--- src/rtl/signed_divider_if.sv ---
// signed_divider_if: start/busy/done handshake and operand/result bus for the divider.
interface signed_divider_if #(parameter int N = 32);
  logic         start;
  logic         is_signed;
  logic [N-1:0] dividend;
  logic [N-1:0] divisor;
  logic         busy;
  logic         done;
  logic [N-1:0] quotient;
  logic [N-1:0] remainder;
  logic         div_by_zero;
  modport master (output start, is_signed, dividend, divisor,
                  input busy, done, quotient, remainder, div_by_zero);
  modport slave (input start, is_signed, dividend, divisor,
                 output busy, done, quotient, remainder, div_by_zero);
endinterface

--- src/rtl/signed_divider.sv ---
// signed_divider: multi-cycle restoring signed/unsigned divider with start/busy/done handshake.
// Optional DIVIDER_FAST_ZERO_EN: a zero divisor skips the iterations and finishes from PREP.
module signed_divider #(
  parameter int N = 32
) (
  input logic clk,
  input logic reset,
  signed_divider_if.slave bus
);
  localparam logic [2:0] S_IDLE = 3'd0;
  localparam logic [2:0] S_PREP = 3'd1;
  localparam logic [2:0] S_ITER = 3'd2;
  localparam logic [2:0] S_FIX  = 3'd3;
  localparam logic [2:0] S_DONE = 3'd4;
  localparam int CW = $clog2(N + 1);
  logic [2:0]   r_state;
  logic [N-1:0] r_a, r_b, r_mag_b, r_rem, r_quo;
  logic [N-1:0] r_quotient, r_remainder;
  logic         r_sgn, r_neg_a, r_neg_b, r_dbz;
  logic [CW-1:0] r_cnt;
  logic         w_neg_a, w_neg_b, w_zero;
  logic [N:0]   w_sh, w_trial;
  logic [N-1:0] w_q_fix, w_r_fix;
  assign w_neg_a = r_sgn & r_a[N-1];
  assign w_neg_b = r_sgn & r_b[N-1];
  assign w_zero  = r_b == '0;
  assign w_sh    = {r_rem, r_quo[N-1]};
  // The top bit of the N+1-bit trial difference is the borrow: set means the subtract fails.
  assign w_trial = w_sh - {1'b0, r_mag_b};
  assign w_q_fix = w_zero ? '1 : (r_neg_a ^ r_neg_b) ? -r_quo : r_quo;
  assign w_r_fix = w_zero ? r_a : r_neg_a ? -r_rem : r_rem;
  assign bus.busy        = (r_state == S_PREP) || (r_state == S_ITER) || (r_state == S_FIX);
  assign bus.done        = r_state == S_DONE;
  assign bus.quotient    = r_quotient;
  assign bus.remainder   = r_remainder;
  assign bus.div_by_zero = r_dbz;
  always_ff @(posedge clk or posedge reset) begin
    if (reset) begin
      r_state     <= S_IDLE;
      r_a         <= '0;
      r_b         <= '0;
      r_mag_b     <= '0;
      r_rem       <= '0;
      r_quo       <= '0;
      r_sgn       <= 1'b0;
      r_neg_a     <= 1'b0;
      r_neg_b     <= 1'b0;
      r_cnt       <= '0;
      r_quotient  <= '0;
      r_remainder <= '0;
      r_dbz       <= 1'b0;
    end else begin
      case (r_state)
        S_IDLE: if (bus.start) begin
          r_a     <= bus.dividend;
          r_b     <= bus.divisor;
          r_sgn   <= bus.is_signed;
          r_state <= S_PREP;
        end
        S_PREP: begin
          r_neg_a <= w_neg_a;
          r_neg_b <= w_neg_b;
          r_quo   <= w_neg_a ? -r_a : r_a;
          r_mag_b <= w_neg_b ? -r_b : r_b;
          r_rem   <= '0;
          r_cnt   <= CW'(N);
          r_state <= S_ITER;
`ifdef DIVIDER_FAST_ZERO_EN
          if (w_zero) begin
            r_quotient  <= '1;
            r_remainder <= r_a;
            r_dbz       <= 1'b1;
            r_state     <= S_DONE;
          end
`endif
        end
        S_ITER: begin
          r_rem   <= w_trial[N] ? w_sh[N-1:0] : w_trial[N-1:0];
          r_quo   <= {r_quo[N-2:0], ~w_trial[N]};
          r_cnt   <= r_cnt - CW'(1);
          r_state <= (r_cnt == CW'(1)) ? S_FIX : S_ITER;
        end
        S_FIX: begin
          r_quotient  <= w_q_fix;
          r_remainder <= w_r_fix;
          r_dbz       <= w_zero;
          r_state     <= S_DONE;
        end
        default: r_state <= S_IDLE;
      endcase
    end
  end
endmodule

--- src/flat_wrapper.sv ---
// flat-port wrapper written by rule: the top's interface ports become plain ports
module signed_divider_flat 
#(
  parameter int N = 32
)
  (clk, reset, bus_start, bus_is_signed, bus_dividend, bus_divisor, bus_busy, bus_done, bus_quotient, bus_remainder, bus_div_by_zero);
  signed_divider_if #(.N(N)) bus_i ();
  input logic clk;
  input logic reset;
  input wire logic [$bits(bus_i.start)-1:0] bus_start;
  input wire logic [$bits(bus_i.is_signed)-1:0] bus_is_signed;
  input wire logic [$bits(bus_i.dividend)-1:0] bus_dividend;
  input wire logic [$bits(bus_i.divisor)-1:0] bus_divisor;
  output wire logic [$bits(bus_i.busy)-1:0] bus_busy;
  output wire logic [$bits(bus_i.done)-1:0] bus_done;
  output wire logic [$bits(bus_i.quotient)-1:0] bus_quotient;
  output wire logic [$bits(bus_i.remainder)-1:0] bus_remainder;
  output wire logic [$bits(bus_i.div_by_zero)-1:0] bus_div_by_zero;
  assign bus_i.start = bus_start;
  assign bus_i.is_signed = bus_is_signed;
  assign bus_i.dividend = bus_dividend;
  assign bus_i.divisor = bus_divisor;
  assign bus_busy = bus_i.busy;
  assign bus_done = bus_i.done;
  assign bus_quotient = bus_i.quotient;
  assign bus_remainder = bus_i.remainder;
  assign bus_div_by_zero = bus_i.div_by_zero;
  signed_divider #(.N(N)) u_core (.clk(clk), .reset(reset), .bus(bus_i));
endmodule
--- config.mk ---
export PLATFORM = sky130hd
export DESIGN_NAME = signed_divider_flat
export DESIGN_NICKNAME = d
export VERILOG_FILES = /design/src/rtl/signed_divider_if.sv /design/src/rtl/signed_divider.sv /design/src/flat_wrapper.sv
export SDC_FILE = /design/constraint.sdc
export NUM_CORES = 1
export LEC_CHECK = 0
export ABC_AREA = 1
export CORE_MARGIN = 2
export CORE_UTILIZATION = 50
export DETAILED_ROUTE_END_ITERATION = 12
export DONT_BUFFER_PORTS = 1
export PLACE_DENSITY = 0.68
export SYNTH_ARGS = -nofsm -noshare
export SYNTH_HDL_FRONTEND = slang
export SYNTH_SLANG_ARGS = --single-unit
--- constraint.sdc ---
create_clock -name clk -period 7.2 [get_ports clk]
set_clock_uncertainty 0.15 [all_clocks]
set_input_delay 1.08 -clock clk [delete_from_list [all_inputs] [get_ports clk]]
set_output_delay 1.08 -clock clk [all_outputs]
set_load 0.02 [all_outputs]
==> results of run 1 <==
## through the flow
| stage | util, % | hold slack (ns) | total power, uW | cell area (um2) |
|---|---|---|---|---|
| 2_1_floorplan | - | 0.299 | 5130 | 15500 |
| 3_3_place_gp | 51.5 | 0.317 | 5950 | 15700 |
| 3_5_place_dp | 51.5 | 0.322 | 6040 | 15700 |
| 4_1_cts | 54.4 | 0.338 | 7450 | 16600 |
| 5_1_grt | 54.4 | 0.358 | 8090 | 16600 |
| 6_report | 54.4 | 0.329 | 7460 | 16600 |
## power by group through the flow
stage	clock network [uW]	logic, uW	registers (uW)
3_3_place_gp	0	3410	2540
4_1_cts	1410	3500	2540
3_5_place_dp	0	3480	2560
5_1_grt	1470	4000	2610
6_report	1390	3530	2540
2_1_floorplan	0	2720	2410
## final timing paths
kind                                       endpoint  cells after the start          startpoint
min                              u_core.r_mag_b[31]                      2  u_core.r_mag_b[31]
max                                u_core.r_quo[31]                      8   u_core.r_state[1]
min reg2reg                      u_core.r_mag_b[31]                      2  u_core.r_mag_b[31]
max reg2reg                        u_core.r_quo[31]                      8   u_core.r_state[1]
min in group asynchronous  u_core.bus.remainder[18]                      1               reset
max in group asynchronous   u_core.bus.remainder[7]                      2               reset
## kinds of logic after synthesis
group	after synthesis
XOR/XNOR	88
multiplexers	11
adder cells (fa/ha/maj)	39
flip-flops	237
AND/OR/NAND/NOR	1169
AO/OA/AOI/OAI	281
buffers and inverters	384
## cell usage in the layout, fill, tap and decap left out, drive strengths merged
cell type,Yosys,routed
buf,35,9
and2,2,2
a21oi,108,108
or2,5,5
nor3,21,21
a31oi,9,9
xor2,77,77
o22ai,18,18
inv,313,313
clkbuf,36,42
nand3b,17,17
xnor2,11,11
clkinvlp,0,2
nor2,258,258
o21bai,13,13
a22oi,3,3
ha,38,38
clkinv,0,1
bufinv,0,3
dfrtp,237,237
nand2,653,653
mux2,11,11
o211ai,31,31
a21o,3,3
o21ai,75,75
o31ai,2,2
a21boi,1,1
nand3,188,188
fa,1,1
nand4,22,22
o31a,1,1
nor4,3,3
o221ai,17,17
## worst max-delay path, cell delays in order, from the launching register on
cell and delay, ns:
dfrtp_1 0.44, inv_1 0.17, nor3_4 0.04, buf_4 0.29
inv_1 0.77, nand2_1 0.19, inv_2 0.63, nand2_1 0.17
o221ai_1 0.12
## cell type report
type	count	share of cell area, %
Multi-Input combinational cell	1588	48.4
Sequential cell	237	35.7
Inverter	313	7.10
Clock buffer	42	4.71
Tap cell	396	2.98
Clock inverter	6	0.670
Timing Repair Buffer	9	0.482
## sequential cells by signal (all words and copies together) (netlist names)
| signal | count |
|---|---|
| u_core.bus.div_by_zero | 1 |
| u_core.r_b | 32 |
| u_core.r_quo | 32 |
| u_core.bus.remainder | 32 |
| u_core.r_mag_b | 32 |
| u_core.bus.quotient | 32 |
| u_core.r_rem | 32 |
| u_core.r_neg_a | 1 |
| u_core.r_neg_b | 1 |
| u_core.r_sgn | 1 |
| u_core.r_state | 3 |
| u_core.r_cnt | 6 |
| u_core.r_a | 32 |
## layer usage
metal  track usage [%]  share of wire [%]
met1              39.9                 47
met2              41.7                 44
met3              3.69                6.6
met4              6.89                2.5
met5                 0                  0
==> results.py, run 1 <==
metrics = {
    "run": {
        "drv_cap": 0,
    },
    "finish": {
        "area_growth_pct": 7.50,
        "nets": 2283,
        "drive_above_1_share_pct": 4.83,
        "layout.cells.non_filler": 2591,
        "multiInputGateArea_um2": 8030,
        "fillers": 2994,
        "regArea_um2": 5930,
        "antenna_cells": 0,
    },
    "placement": {
        "dpl.cell_count": 2543,
        "routabilityCongestion": 0.952,
        "pre_cts_ws_ns": 4.19,
        "dpl.hpwl_um": 33400,
        "portBuffers": 0,
    },
    "clock_network": {
        "postCtsResizedCells": 0,
        "clock-sinks": 237,
        "cts_buffers": 27,
        "clock_latency_ns": 0.55,
        "h-tree-depth": 1,
        "cts_hold_buf": 0,
        "cts_buffer_depth": 3,
        "cts_tree": "yes",
        "cts_root_buffer": "clkbuf_16",
        "postCtsSetupBuffers": 0,
        "clkTransAtPathRegs_ns": 0.06,
    },
    "global_routing": {
        "grt_pass1_vias": 13500,
        "grt_pass1_wl_um": 71200,
        "gr-usage-all-layers_pct": 27.0,
        "grt-ovfl-total": 0,
        "antenna_found_initial": 0,
        "grt_max_degree": 129,
    },
    "die": {
        "start_util_pct": 50.6,
        "design.die.area_um2": 32300,
        "rows": 64,
        "core-area_um2": 30500,
        "die_w_um": 180,
        "fp.dieH_um": 180,
        "io_pins": 135,
    },
    "outcome": {
        "status": "complete, no violations",
    },
    "synthesis": {
        "ys_warn_count": 0,
        "synthDistinctLibCells": 46,
        "synth_edf_count": 0,
        "synth-simple-area-share_pct": 32.0,
        "ys_ff_latch": 237,
        "synth-seq-area-share_pct": 38.4,
        "synth_xor_area_share_pct": 4.99,
        "synth_fa_ha_area_share_pct": 3.21,
        "syn_inst": 2209,
        "synth_compound_area_share_pct": 10.7,
        "synth.cell_area_um2": 15400,
        "yosysTopAreaCell": "dfrtp_1",
        "synth-main-ff-cell": "dfrtp_1",
        "avgSynthCellArea_um2": 6.99,
        "synth_top_area_share_pct": 38.4,
        "syn_nets": 2316,
        "synth_top_family_by_area": "simple AND/OR/NAND/NOR gates",
        "yosysMostFrequentCell": "nand2_1",
        "synth_area_leaders": "dfrtp_1 38%, nand2_1 16%, inv_1 7.4%",
        "muxShareOfSynthArea_pct": 0.802,
        "synthArstFlopShare_pct": 100,
        "synth_commonest_cells": "639 x nand2_1, 305 x inv_1, 249 x nor2_1",
    },
    "pwr": {
        "peakVddDrop_v": 0.000312,
        "p_sw_uw": 3570,
        "seqPwrFrac_pct": 34.1,
        "power_density_nw_per_um2": 449,
        "p_comb_share_pct": 47.3,
        "switching_share_pct": 47.8,
        "p_clk_share_pct": 18.7,
        "power.internal_uw": 3900,
        "leakagePower_uw": 0.00860,
    },
    "detailed_routing": {
        "drt_iter0_drc": 1218,
        "wire_per_inst_um": 16.9,
        "via_per_inst": 5.44,
        "routed_wl_um": 43800,
        "ant_nets": 0,
        "drc": 0,
        "first_pass_iters": 6,
        "vias": 14100,
    },
    "sta": {
        "max_slew.worst_pin.slew_ns": 1.13,
        "relSlewSlack_pct": 24.9,
        "min_period_over_period_pct": 43.2,
        "fmax_mhz": 322,
        "fin_crit_ns": 3.11,
        "setup_viol": 0,
        "rsz0062_at_grt": "false",
        "fin_tns_setup_ns": 0,
        "fin_ws_ns": 4.09,
        "drv_slew": 0,
        "final-hold-violation-count": 0,
    },
    "critical_path": {
        "path_class": "flop to flop",
        "cp_max_fo": 44,
        "startpoint_type": "flop",
        "r2r_setup_slack_ns": 4.09,
        "end_kind": "flop",
        "worst-endpoint-required_ns": 7.50,
        "arrival_ns": 3.41,
    },
    "hold_path": {
        "min_path_type": "flop to flop",
    },
}
Power figures use the tool's default switching activity.
==> inputs of run 2 (changes only) <==
--- a/config.mk
+++ b/config.mk
@@ -10,7 +10,6 @@
 export CORE_UTILIZATION = 50
 export DETAILED_ROUTE_END_ITERATION = 12
 export DONT_BUFFER_PORTS = 1
-export PLACE_DENSITY = 0.68
 export SYNTH_ARGS = -nofsm -noshare
 export SYNTH_HDL_FRONTEND = slang
 export SYNTH_SLANG_ARGS = --single-unit
==> constraint.sdc (replaced) <==
create_clock -name clk -period 2.9 [get_ports clk]
set_clock_uncertainty 0.15 [all_clocks]
set_input_delay 0.435 -clock clk [delete_from_list [all_inputs] [get_ports clk]]
set_output_delay 0.435 -clock clk [all_outputs]
set_load 0.02 [all_outputs]
==> results.py, run 2 (synthesis results as in run 1) <==
metrics = {
    "clock_network": {
        "clock-sinks": 237,
        "cts_buffers": 27,
        "postCtsSetupBuffers": 0,
        "cts_buffer_depth": 3,
        "clkTransAtPathRegs_ns": 0.06,
        "cts_root_buffer": "clkbuf_16",
        "h-tree-depth": 1,
        "clock_latency_ns": 0.56,
        "cts_tree": "yes",
    },
    "placement": {
        "dpl.hpwl_um": 36400,
        "place_area_um2": 16000,
        "portBuffers": 0,
        "routabilityCongestion": 0.942,
        "pre_cts_ws_ns": 0.144,
    },
    "hold_path": {
        "worstHoldPathCells": 2,
        "min_path_type": "input pin to flop",
        "min_from": "bus_start",
        "hold_end": "u_core.r_a[19]",
    },
    "critical_path": {
        "critPathSlowestCell": "fa_1",
        "startpoint_type": "flop",
        "arrival_ns": 2.97,
        "worstPathCellList": "inv_2, ha_1, fa_1, inv_1, nand2_1, nand2_1, nand3_1, nand2_2, nand2_2, nand2_2, nand2_4, nand2_4, nand2_8, nand2_4, nand2_1, nand3_1, nand2_1",
        "crit_family": "simple AND/OR/NAND/NOR gates",
        "crit_path_max_incr_delay_ns": 0.40,
        "path_class": "flop to flop",
        "r2r_setup_slack_ns": 0.22,
        "end_kind": "flop",
        "worst-endpoint-required_ns": 3.19,
        "r2r_start": "u_core.r_quo[31]",
        "crit_top_cell": "nand2_1",
        "path_buf_inv": 2,
        "reg2reg_depth": 17,
        "rr_endpoint": "u_core.r_rem[24]",
        "cp_max_fo": 15,
        "crit_cells": 17,
    },
    "die": {
        "design.die.area_um2": 32300,
        "die_w_um": 180,
        "core-area_um2": 30500,
        "rows": 64,
        "fp.dieH_um": 180,
        "io_pins": 135,
        "start_util_pct": 50.6,
    },
    "outcome": {
        "status": "complete, no violations",
    },
    "sta": {
        "fmax_mhz": 373,
        "drv_slew": 0,
        "rsz0062_at_grt": "false",
        "setup_viol": 0,
        "min_period_over_period_pct": 92.4,
        "relSlewSlack_pct": 31.5,
        "fin_crit_ns": 2.68,
        "final-hold-violation-count": 0,
        "hold_ws_ns": 0.186,
        "fin_ws_ns": 0.220,
        "max_slew.worst_pin.slew_ns": 1.03,
    },
    "detailed_routing": {
        "via_per_inst": 5.33,
        "vias": 14300,
        "first_pass_iters": 7,
        "drc": 0,
        "routed_wl_um": 47900,
        "ant_nets": 0,
        "drt_iter0_drc": 1236,
        "wire_per_inst_um": 17.8,
    },
    "global_routing": {
        "grt_pass1_wl_um": 76300,
        "grt-ovfl-total": 0,
        "grt_pass1_vias": 13800,
        "gr-usage-all-layers_pct": 29.4,
        "antenna_found_initial": 1,
        "grt_max_degree": 78,
    },
    "finish": {
        "area_growth_pct": 13.6,
        "fillers": 2960,
        "final_cell_mix": "639 x nand2_1, 303 x inv_1, 249 x nor2_1",
        "drive_above_1_share_pct": 6.12,
        "regArea_um2": 5930,
        "nets": 2379,
        "fin_area_um2": 17500,
        "multiInputGateArea_um2": 8110,
        "final_common_cell": "nand2_1",
    },
    "pwr": {
        "leakagePower_uw": 0.00903,
        "power_density_nw_per_um2": 1080,
        "peakVddDrop_v": 0.000905,
    },
    "run": {
        "drv_cap": 0,
    },
}
run 2: per-layer routing:
layer / share of wire, % / up-vias / GRT usage [%]
li1: - / 7167 / -
met1: 48 / 6678 / 43.2
met2: 43 / 409 / 44.9
met3: 7.0 / 57 / 6.46
met4: 1.6 / 2 / 5.40
met5: 0.017 / - / 0
run 2: worst max path at each step:
stage | start | to
after floorplan | reset | u_core.bus.div_by_zero
after global placement | u_core.r_quo[31] | u_core.r_rem[14]
after detailed placement | u_core.r_quo[31] | u_core.r_rem[15]
final | u_core.r_quo[31] | u_core.r_rem[24]
after CTS | u_core.r_quo[31] | u_core.r_rem[15]
after global routing | u_core.r_quo[31] | u_core.r_rem[15]
run 2: final cells by class:
class | instances | share of cell area [%]
timing repair buffer | 103 | 5.65
multi-input combinational | 1590 | 46.2
clock buffer | 36 | 4.27
sequential | 237 | 33.8
clock inverter | 10 | 0.513
antenna | 1 | 0.0143
tap | 396 | 2.82
inverter | 313 | 6.72
run 2: stage by stage:
stage / total power, uW / utilization (%) / TNS [ns] / std cells
floorplan: 12700 / - / -187.44 / 2209
global placement: 15300 / 52.3 / 0 / 2570
detailed placement: 15400 / 52.3 / 0 / 2570
CTS: 18900 / 57.2 / 0 / 2683
global route: 20500 / 57.5 / 0 / 2685
finish: 18900 / 57.5 / 0 / 2686
run 2: power breakdown:
part,switching (uW),leakage [uW],internal (uW)
Sequential,1610,0.00288,4690
Combinational,6180,0.00573,3110
Clock,1430,0.000423,1900
Total,9220,0.00903,9700
run 2: repair_timing:
action | 4_1_cts | 5_1_grt
hold endpoints to repair | 78 | 0
hold buffers | 67 | 0
setup endpoints to repair | 0 | 33
gates resized for setup | 0 | 8
==> inputs of run 3 (changes only) <==
--- a/config.mk
+++ b/config.mk
@@ -10,6 +10,7 @@
 export CORE_UTILIZATION = 50
 export DETAILED_ROUTE_END_ITERATION = 12
 export DONT_BUFFER_PORTS = 1
+export SLEW_MARGIN = 20
 export SYNTH_ARGS = -nofsm -noshare
 export SYNTH_HDL_FRONTEND = slang
 export SYNTH_SLANG_ARGS = --single-unit
==> results of run 3 <==
The final DEF is identical to that of run 2; final timing and power are the same.
